File: src/rtl/seg_defs.sv
// ---------------------------------------------------------------------------
// seg_defs
// Shared constants for the seven-segment display blocks.
//   SEG_0..SEG_F : active-low segment patterns, bit order {g,f,e,d,c,b,a}
//   SEG_BLANK    : all segments dark
//   ANODE_OFF    : level that disables a digit (anodes are active-low)
// ---------------------------------------------------------------------------
package seg_defs;

  localparam logic [6:0] SEG_0     = 7'b1000000;
  localparam logic [6:0] SEG_1     = 7'b1111001;
  localparam logic [6:0] SEG_2     = 7'b0100100;
  localparam logic [6:0] SEG_3     = 7'b0110000;
  localparam logic [6:0] SEG_4     = 7'b0011001;
  localparam logic [6:0] SEG_5     = 7'b0010010;
  localparam logic [6:0] SEG_6     = 7'b0000010;
  localparam logic [6:0] SEG_7     = 7'b1111000;
  localparam logic [6:0] SEG_8     = 7'b0000000;
  localparam logic [6:0] SEG_9     = 7'b0010000;
  localparam logic [6:0] SEG_A     = 7'b0001000;
  localparam logic [6:0] SEG_B     = 7'b0000011;
  localparam logic [6:0] SEG_C     = 7'b1000110;
  localparam logic [6:0] SEG_D     = 7'b0100001;
  localparam logic [6:0] SEG_E     = 7'b0000110;
  localparam logic [6:0] SEG_F     = 7'b0001110;
  localparam logic [6:0] SEG_BLANK = 7'h7F;

  localparam logic       ANODE_OFF = 1'b1;

endpackage

File: src/rtl/hex_to_seg7.sv
// ---------------------------------------------------------------------------
// hex_to_seg7
// Combinational hex nibble to active-low seven-segment pattern.
//   nibble_i [3:0] : value 0..F
//   seg_o    [6:0] : active-low {g,f,e,d,c,b,a}
// ---------------------------------------------------------------------------
module hex_to_seg7
  import seg_defs::*;
(
  input  logic [3:0] nibble_i,
  output logic [6:0] seg_o
);

  always_comb begin
    seg_o = SEG_BLANK;
    case (nibble_i)
      4'h0: seg_o = SEG_0;
      4'h1: seg_o = SEG_1;
      4'h2: seg_o = SEG_2;
      4'h3: seg_o = SEG_3;
      4'h4: seg_o = SEG_4;
      4'h5: seg_o = SEG_5;
      4'h6: seg_o = SEG_6;
      4'h7: seg_o = SEG_7;
      4'h8: seg_o = SEG_8;
      4'h9: seg_o = SEG_9;
      4'hA: seg_o = SEG_A;
      4'hB: seg_o = SEG_B;
      4'hC: seg_o = SEG_C;
      4'hD: seg_o = SEG_D;
      4'hE: seg_o = SEG_E;
      4'hF: seg_o = SEG_F;
    endcase
  end

endmodule

File: src/rtl/seven_seg_mux_n.sv
// ---------------------------------------------------------------------------
// seven_seg_mux_n
// N-digit multiplexed seven-segment driver with double-buffered loading,
// per-digit DP/blank, 16-level PWM brightness and leading-zero suppression.
//   clk_10mHz   : system clock
//   reset       : asynchronous, active-high
//   digits_in   : hex nibbles, nibble i -> digit i (digit 0 rightmost)
//   dp_in       : decimal point per digit, 1 = lit
//   blank_in    : 1 = force digit dark
//   load        : capture digits_in/dp_in/blank_in into the shadow register
//   brightness  : PWM duty, 0 = off, 15 = always on
//   lzs_en      : leading-zero suppression enable (live)
//   segment     : active-low {g,f,e,d,c,b,a}
//   dp          : active-low decimal point
//   anode       : active-low digit enables
//   frame_start : one-cycle pulse when scanning returns to digit 0
// ---------------------------------------------------------------------------
module seven_seg_mux_n
  import seg_defs::*;
#(
  parameter int NUM_DIGITS = 4,
  parameter int DIV_BITS   = 16
)(
  input  logic                    clk_10mHz,
  input  logic                    reset,
  input  logic [4*NUM_DIGITS-1:0] digits_in,
  input  logic [NUM_DIGITS-1:0]   dp_in,
  input  logic [NUM_DIGITS-1:0]   blank_in,
  input  logic                    load,
  input  logic [3:0]              brightness,
  input  logic                    lzs_en,
  output logic [6:0]              segment,
  output logic                    dp,
  output logic [NUM_DIGITS-1:0]   anode,
  output logic                    frame_start
);

  localparam int                SLOT_W    = $clog2(NUM_DIGITS);
  localparam logic [SLOT_W-1:0] LAST_SLOT = SLOT_W'(NUM_DIGITS - 1);

  logic [DIV_BITS-1:0]     prescaler_q;
  logic [SLOT_W-1:0]       slot_q, slot_d;
  logic [4*NUM_DIGITS-1:0] shadow_digits_q, active_digits_q;
  logic [NUM_DIGITS-1:0]   shadow_dp_q, active_dp_q;
  logic [NUM_DIGITS-1:0]   shadow_blank_q, active_blank_q;
  logic [NUM_DIGITS-1:0]   anode_q, anode_d;
  logic [6:0]              segment_q, segment_d;
  logic                    dp_q, dp_d;
  logic                    frame_start_q;

  logic                    tick, wrap_tick;
  logic [3:0]              phase;
  logic                    pwm_on, dark;
  logic [NUM_DIGITS-1:0]   suppress;
  logic [3:0]              nib [NUM_DIGITS];
  logic [3:0]              cur_nibble;
  logic [6:0]              seg_pat;

  assign tick      = &prescaler_q;
  assign wrap_tick = tick && (slot_q == LAST_SLOT);

  // Explicit wrap keeps non-power-of-two digit counts inside the legal range.
  always_comb begin
    slot_d = slot_q;
    if (wrap_tick)
      slot_d = '0;
    else if (tick)
      slot_d = slot_q + SLOT_W'(1);
  end

  // Upper four prescaler bits sweep once per slot, giving 16 PWM phases.
  assign phase  = prescaler_q[DIV_BITS-1 -: 4];
  assign pwm_on = (brightness == 4'hF) || (phase < brightness);

  // A digit is suppressed when it and every digit above it holds zero.
  // Digit 0 is excluded so an all-zero value still shows "0".
  always_comb begin
    logic run;
    suppress = '0;
    run      = 1'b1;
    for (int i = NUM_DIGITS - 1; i >= 1; i--) begin
      run         = run & (active_digits_q[4*i +: 4] == 4'h0);
      suppress[i] = run;
    end
  end

  for (genvar gi = 0; gi < NUM_DIGITS; gi++) begin : g_digit
    assign nib[gi]     = active_digits_q[4*gi +: 4];
    assign anode_d[gi] = (!dark && (slot_q == SLOT_W'(gi))) ? ~ANODE_OFF : ANODE_OFF;
  end

  assign cur_nibble = nib[slot_q];

  hex_to_seg7 u_hex_to_seg7 (
    .nibble_i (cur_nibble),
    .seg_o    (seg_pat)
  );

  assign dark      = active_blank_q[slot_q] | (lzs_en & suppress[slot_q]) | ~pwm_on;
  assign segment_d = dark ? SEG_BLANK : seg_pat;
  assign dp_d      = dark ? 1'b1 : ~active_dp_q[slot_q];

  always_ff @(posedge clk_10mHz or posedge reset) begin
    if (reset) begin
      prescaler_q     <= '0;
      slot_q          <= '0;
      shadow_digits_q <= '0;
      shadow_dp_q     <= '0;
      shadow_blank_q  <= '0;
      active_digits_q <= '0;
      active_dp_q     <= '0;
      active_blank_q  <= '0;
      anode_q         <= {NUM_DIGITS{ANODE_OFF}};
      segment_q       <= SEG_BLANK;
      dp_q            <= 1'b1;
      frame_start_q   <= 1'b0;
    end else begin
      prescaler_q <= prescaler_q + DIV_BITS'(1);
      slot_q      <= slot_d;
      if (load) begin
        shadow_digits_q <= digits_in;
        shadow_dp_q     <= dp_in;
        shadow_blank_q  <= blank_in;
      end
      // Non-blocking copy takes the pre-edge shadow, so a load on the wrap
      // tick lands one frame later and a frame is never torn.
      if (wrap_tick) begin
        active_digits_q <= shadow_digits_q;
        active_dp_q     <= shadow_dp_q;
        active_blank_q  <= shadow_blank_q;
      end
      anode_q       <= anode_d;
      segment_q     <= segment_d;
      dp_q          <= dp_d;
      frame_start_q <= wrap_tick;
    end
  end

  assign anode       = anode_q;
  assign segment     = segment_q;
  assign dp          = dp_q;
  assign frame_start = frame_start_q;

endmodule

File: config.mk
export PLATFORM = sky130hd
export DESIGN_NAME = seven_seg_mux_n
export DESIGN_NICKNAME = d
export VERILOG_FILES = /design/src/rtl/seg_defs.sv /design/src/rtl/hex_to_seg7.sv /design/src/rtl/seven_seg_mux_n.sv
export SDC_FILE = /design/constraint.sdc
export NUM_CORES = 1
export LEC_CHECK = 0
export ABC_AREA = 1
export BUFFER_PORTS_ARGS = -buffer_cell sky130_fd_sc_hd__buf_2
export CAP_MARGIN = 0
export CORE_MARGIN = 8
export CORE_UTILIZATION = 55
export CTS_CLUSTER_SIZE = 25
export DETAILED_ROUTE_END_ITERATION = 7
export PLACE_DENSITY = 0.76
export RECOVER_POWER = 100
export SYNTH_ARGS = -nofsm -noshare
export SYNTH_HDL_FRONTEND = slang
export SYNTH_SLANG_ARGS = --single-unit
File: constraint.sdc
create_clock -name clk_10mHz -period 2.65 [get_ports clk_10mHz]
set_clock_uncertainty 0.2 [all_clocks]
set_input_delay 0.265 -clock clk_10mHz [delete_from_list [all_inputs] [get_ports clk_10mHz]]
set_output_delay 0.265 -clock clk_10mHz [all_outputs]
set_load 0.02 [all_outputs]
=== Yosys cells after proc, flatten, opt, wreduce, memory -nomap -nowiden ===
Memories as Yosys holds them, arrays and structs flattened.
Cells that the tools add are included.
Widths: inputs -> output; s select.

* Memories kept: 1
* Output and inout bits: 13
* Bits in read-only memories: 112
* Register bits: 79

* Magnitude comparators: 3
* Reductions and logical operators: 13
* Eq/ne operators: 4
* Add/sub/neg operators: 2
* Bitwise gates (word level): 8
* Multiplexer cells: 17

{| class="wikitable"
|+ Memory list
! memory !! depth !! bits a word !! rd ports !! clocked after memory_dff !! wr ports !! RTL line !! text
|-
| (no name shown) || 16 || 7 || 1 || 0 || 0 || hex_to_seg7.sv:16 || <nowiki>case (nibble_i)</nowiki>
|}

{| class="wikitable"
|+ Operators with widths
! operator !! count
|-
| $add 16x1->16 const B || 1
|-
| $reduce_and 16->1 || 1
|-
| $logic_not 4->1 || 3
|-
| $bmux 4 s2 || 1
|-
| $mux 1 || 8
|-
| $mux 4 || 2
|-
| $mux 7 || 1
|-
| $bmux 1 s2 || 3
|-
| $logic_and 1x1->1 || 5
|-
| $eq 2x2->1 const B || 2
|-
| $eq 4x4->1 const B || 1
|-
| $lt 4x4->1 || 1
|-
| $mux 2 || 2
|-
| $and 1x1->1 || 3
|-
| $ge 3x3->1 const B || 1
|-
| $lt 2x3->1 const B || 1
|-
| $not 2->3 || 1
|-
| $add 2x1->2 const B || 1
|-
| $eq 2x1->1 const B || 1
|-
| $logic_not 2->1 || 1
|-
| $not 1->1 || 2
|-
| $or 1x1->1 || 2
|-
| $reduce_bool 2->1 || 1
|-
| $logic_not 1->1 || 1
|-
| $logic_or 1x1->1 || 1
|}

=== Logic depth before layout (Yosys ltp) ===
* Depth after elaboration: 11
* Gate-level depth with buffers: 13

=== By module ===
From an unflattened synthesis, not the netlist that was laid out.

* Cells, all modules: 402
* Area total of the unflattened synthesis: 3832.4 um^2

{| class="wikitable"
|+ Modules (own cells, without submodules)
! module !! times used !! cells an instance !! area each (um^2) !! sequential area each (um^2)
|-
| seven_seg_mux_n || 1 || 353 || 3558.4 || 1991.9
|-
| hex_to_seg7 || 1 || 49 || 274.0 || 0.0
|}

=== Worst setup path after synthesis ===
Ideal clock, no wire load.

* Path kind: register -> register
* Start: register slot_q[0]
* End: register segment_q[0] (netlist: segment[0])
* Slack: 0.829 ns
* Period minus slack after synthesis: 1.821 ns
* Buffers on the path: 2
* Required time: 2.386 ns
* Library setup time: 0.064 ns
* Data arrival time: 1.557 ns
* Cell stages (with the launch flop): 13
* Path through: dfrtp_1 buf_4 inv_2 buf_6 nand2_1 nand3_1 nand2_1 inv_1 ha_1 inv_1 o21ai_0 nand2_1 nand3_1

* Longest elaborated chain between the ends: 6
* Elaborated cells on any way between the ends: 13
* Those cells by class: mux: 8; bitwise: 4; memory: 1

{| class="wikitable"
|+ RTL lines
! item !! RTL line !! text
|-
| start, declared || seven_seg_mux_n.sv:42 || <nowiki>logic [SLOT_W-1:0] slot_q, slot_d;</nowiki>
|-
| start signal, assigned || seven_seg_mux_n.sv:119 || <nowiki>slot_q <= slot_d;</nowiki>
|-
| $not 2->3 (implied by the code) or $bmux 1 s2 (tied branches) || seven_seg_mux_n.sv:92, seven_seg_mux_n.sv:99 ||
|-
| $bmux 4 s2 or $mux 1 (tied branches) || seven_seg_mux_n.sv:92, seven_seg_mux_n.sv:99 ||
|-
| $mux 4 (implied by the code) or $and 1x1->1 (tied branches) || seven_seg_mux_n.sv:92, seven_seg_mux_n.sv:99 ||
|-
| $mux 4 (implied by the code) or $or 1x1->1 (tied branches) || seven_seg_mux_n.sv:92, seven_seg_mux_n.sv:99 ||
|-
| $mem_v2 16x7 or $or 1x1->1 (tied branches) || - ||
|-
| $mux 7 * || seven_seg_mux_n.sv:100 || <nowiki>assign segment_d = dark ? SEG_BLANK : seg_pat;</nowiki>
|-
| net segment_d[0] || seven_seg_mux_n.sv:47 || <nowiki>logic [6:0] segment_q, segment_d;</nowiki>
|-
| end signal, assigned || seven_seg_mux_n.sv:133 || <nowiki>segment_q <= segment_d;</nowiki>
|-
| end, declared || seven_seg_mux_n.sv:47 ||
|}

Mark *: on every way through the listed nets, which the timed path passes. The rest lies on a longest branch. The select of a mux whose other input is x is not followed.
A chain may end at the register's enable or synchronous reset.

=== Worst setup path after layout ===
* Start: register slot_q[0]
* End: register segment_q[2] (netlist: segment[2])

Same word-level chain as after synthesis.

==> out/summary.txt <==
Seq pwr share - 53.3%
DR vias - 2790
DR DRC count - 0
R2r startpoint - slot_q[0]
CTS tree - yes
Count of final hold-check violations - 0
Sequential share of the synthesized area - 52.8%
Flop and latch count out of synthesis - 79
Drt pass-1 iters - 4
Port Buf Inserts - 44
Setup bufs post-CTS - 0
Crit-path max FO - 20
YS warnings - 0
FF-to-FF setup slack - 0.32 ns
Clk root buf - clkbuf_8
Die area - 0.00977 mm^2
Period utilization - 88.0%
Leading cell type in the layout, fill and taps excluded - nand2_1
Sw Ratio - 21.1%
Final slew viol count - 0
Avg WL per Cell - 13.5 um
Clock Tree Buf Depth - 2
Antenna Nets Post-Route - 0
Crit-path slowest cell - dfrtp_1
Register-to-Register Path Depth - 7
Number of I/O pins - 45
Die H - 98.9 um
Run status - completed
Initial DRC count - 157
CP endpoint kind - register
Logic gate share of total power - 5.8%
Core area - 0.00672 mm^2
TritonCTS Buffers - 9
Post-synth EDFFs - 0
Total wire length - 7330 um
Initial Util - 56.2%
Nets - 504
Total Power - 2.38 mW
Place WS - 0.415 ns
Distinct cells, synth - 31
Mapped Area - 0.00378 mm^2
Worst-path clk slew - 0.08 ns
TNS Setup - 0 ns
Via density - 5.15
Crit path capture - segment[2]
Final instance area - 0.00440 mm^2
Fill cell count - 525
Gate Count Post-Synth - 389
P per Cell Area - 541 mW/mm^2
Asr flop ratio synth - 100%
Grt total ovfl - 0
CP peak stage delay - 0.71 ns
Total GRT Usage - 16.5%
Vias in the first global route - 2886
CTS H-tree depth - 3
CP Cell Sequence - inv_2 > nand2_1 > a21oi_1 > nor2_1 > nand2_1 > nor2_1 > nand3_1
Die width - 98.9 um
Syn avg cell area - 9.71 um^2
Fmax - 429 MHz
Slew @ Worst Pin - 1.28 ns
Crit path time final - 2.33 ns
Worst R2R End - segment[2]
WHS - 0.251 ns
Initial antenna violation count - 0
Layout cells sized above 1 - 19.7%
Layout Utilization - 65.4%
RSZ-0062 raised after global routing - false
Hold Crit Class - reg -> reg
Pint - 1.87 mW
DP Cell Count - 502
P&R area growth vs syn - 16.4%
Placed Instance Area - 0.00401 mm^2
Worst setup path start - slot_q[0]
Largest net degree at the start of global routing - 47
Site Rows - 30
Most used DFF post-synth - dfrtp_1
Critical path data arrival time - 2.37 ns
Clock power frac - 40.9%
Relative slew slack - 14.9%
Leak - 2.14 nW
Max_cap viols - 0
Final number of setup-violating endpoints - 0
Gpl congestion - 0.911
P_sw - 502 uW
Worst VDD drop - 420 uV
HPWL Detailed - 5070 um
Post-synth net total - 435
Critical Path RT - 2.69 ns
Clock sinks - 79
Most frequent cells in the layout - nand2_1, dfrtp_1, o21ai_0, buf_2, inv_1
Ant diodes - 0
Worst skew pair latency - 0.35 ns
Crit Path Category - reg -> reg
Worst setup margin - 0.318 ns
CP Launch Type - register
Post-Layout Cell Count - 542
First-pass GRT wire length - 13100 um
-- cell usage after synthesis (5+ instances only) --
library cell  count  area (um^2)
nor2_1           20         75.1
xor2_1            8         70.1
inv_1            29          109
buf_6             6         67.6
ha_1             14          175
nand2_1         114          428
a21oi_1           8         40.0
o21ai_0          25          125
xnor2_1           5         43.8
dfrtp_1          67         1680
nand3_1          22          110
o21ai_2           6         52.6
mux2_2           24          270
dfstp_2          12          315
-- worst max-delay path: cells and delay by family (launching register included) --
| kind | cells | cell delay, ns |
|---|---|---|
| AND/OR/NAND/NOR | 5 | 1.01 |
| buffers and inverters | 1 | 0.23 |
| AO/OA/AOI/OAI | 1 | 0.07 |
| flip-flops | 1 | 0.71 |
-- timing repair --
action	in CTS	in global routing
hold endpoints to repair	45	0
hold buffers	25	0
resized for setup	0	0
-- routing by layer --
| layer | global-route usage, % | vias up | share of wire [%] |
|---|---|---|---|
| li1 | - | 1383 | - |
| met5 | 0 | - | 0 |
| met2 | 25.8 | 62 | 46 |
| met3 | 4.79 | 11 | 5.4 |
| met1 | 20.5 | 1334 | 46 |
| met4 | 7.91 | 0 | 2.1 |
-- cell type report --
| class | instances | area (um^2) | share of cell area, % |
|---|---|---|---|
| timing repair buffer | 71 | 478 | 10.9 |
| sequential | 79 | 1990 | 45.3 |
| clock inverter | 4 | 70.1 | 1.59 |
| inverter | 33 | 124 | 2.82 |
| tap | 80 | 100 | 2.28 |
| multi-input combinational | 264 | 1490 | 33.9 |
| clock buffer | 11 | 141 | 3.22 |
-- cells by family after synthesis --
logic type	Yosys count	share of synthesized area (%)
muxes	24	7.16
adders and majority gates	14	4.64
xor gates and xnor gates	13	3.02
buffers and inverters	46	6.43
and+or+nand+nor	172	19.8
DFF	79	52.8
AOI/OAI and AO/OA	41	6.16
-- flip-flops by register name, indices dropped and copies added, names as in the netlist --
| name | count |
|---|---|
| frame_start | 1 |
| segment | 7 |
| prescaler_q | 16 |
| active_blank_q | 4 |
| shadow_blank_q | 4 |
| dp | 1 |
| shadow_digits_q | 16 |
| shadow_dp_q | 4 |
| slot_q | 2 |
| active_digits_q | 16 |
| anode | 4 |
| active_dp_q | 4 |
-- power by group through the flow --
stage	Sequential, mW	Clock [mW]	Combinational, mW
after floorplan	1.29	0	0.0698
after global placement	1.29	0	0.108
after detailed placement	1.29	0	0.113
after CTS	1.27	0.987	0.141
after global routing	1.27	1.04	0.155
final	1.27	0.972	0.138
-- worst min-delay path by stage --
stage	startpoint	endpoint	slack (ns)	cells after the start
floorplan	blank_in[0]	shadow_blank_q[0]	0.22	1
global placement	reset	prescaler_q[14]	0.22	2
detailed placement	reset	prescaler_q[13]	0.23	2
CTS	prescaler_q[0]	prescaler_q[0]	0.26	1
global route	prescaler_q[0]	prescaler_q[0]	0.27	1
finish	prescaler_q[0]	prescaler_q[0]	0.25	1
Power figures use the tool's default switching activity.
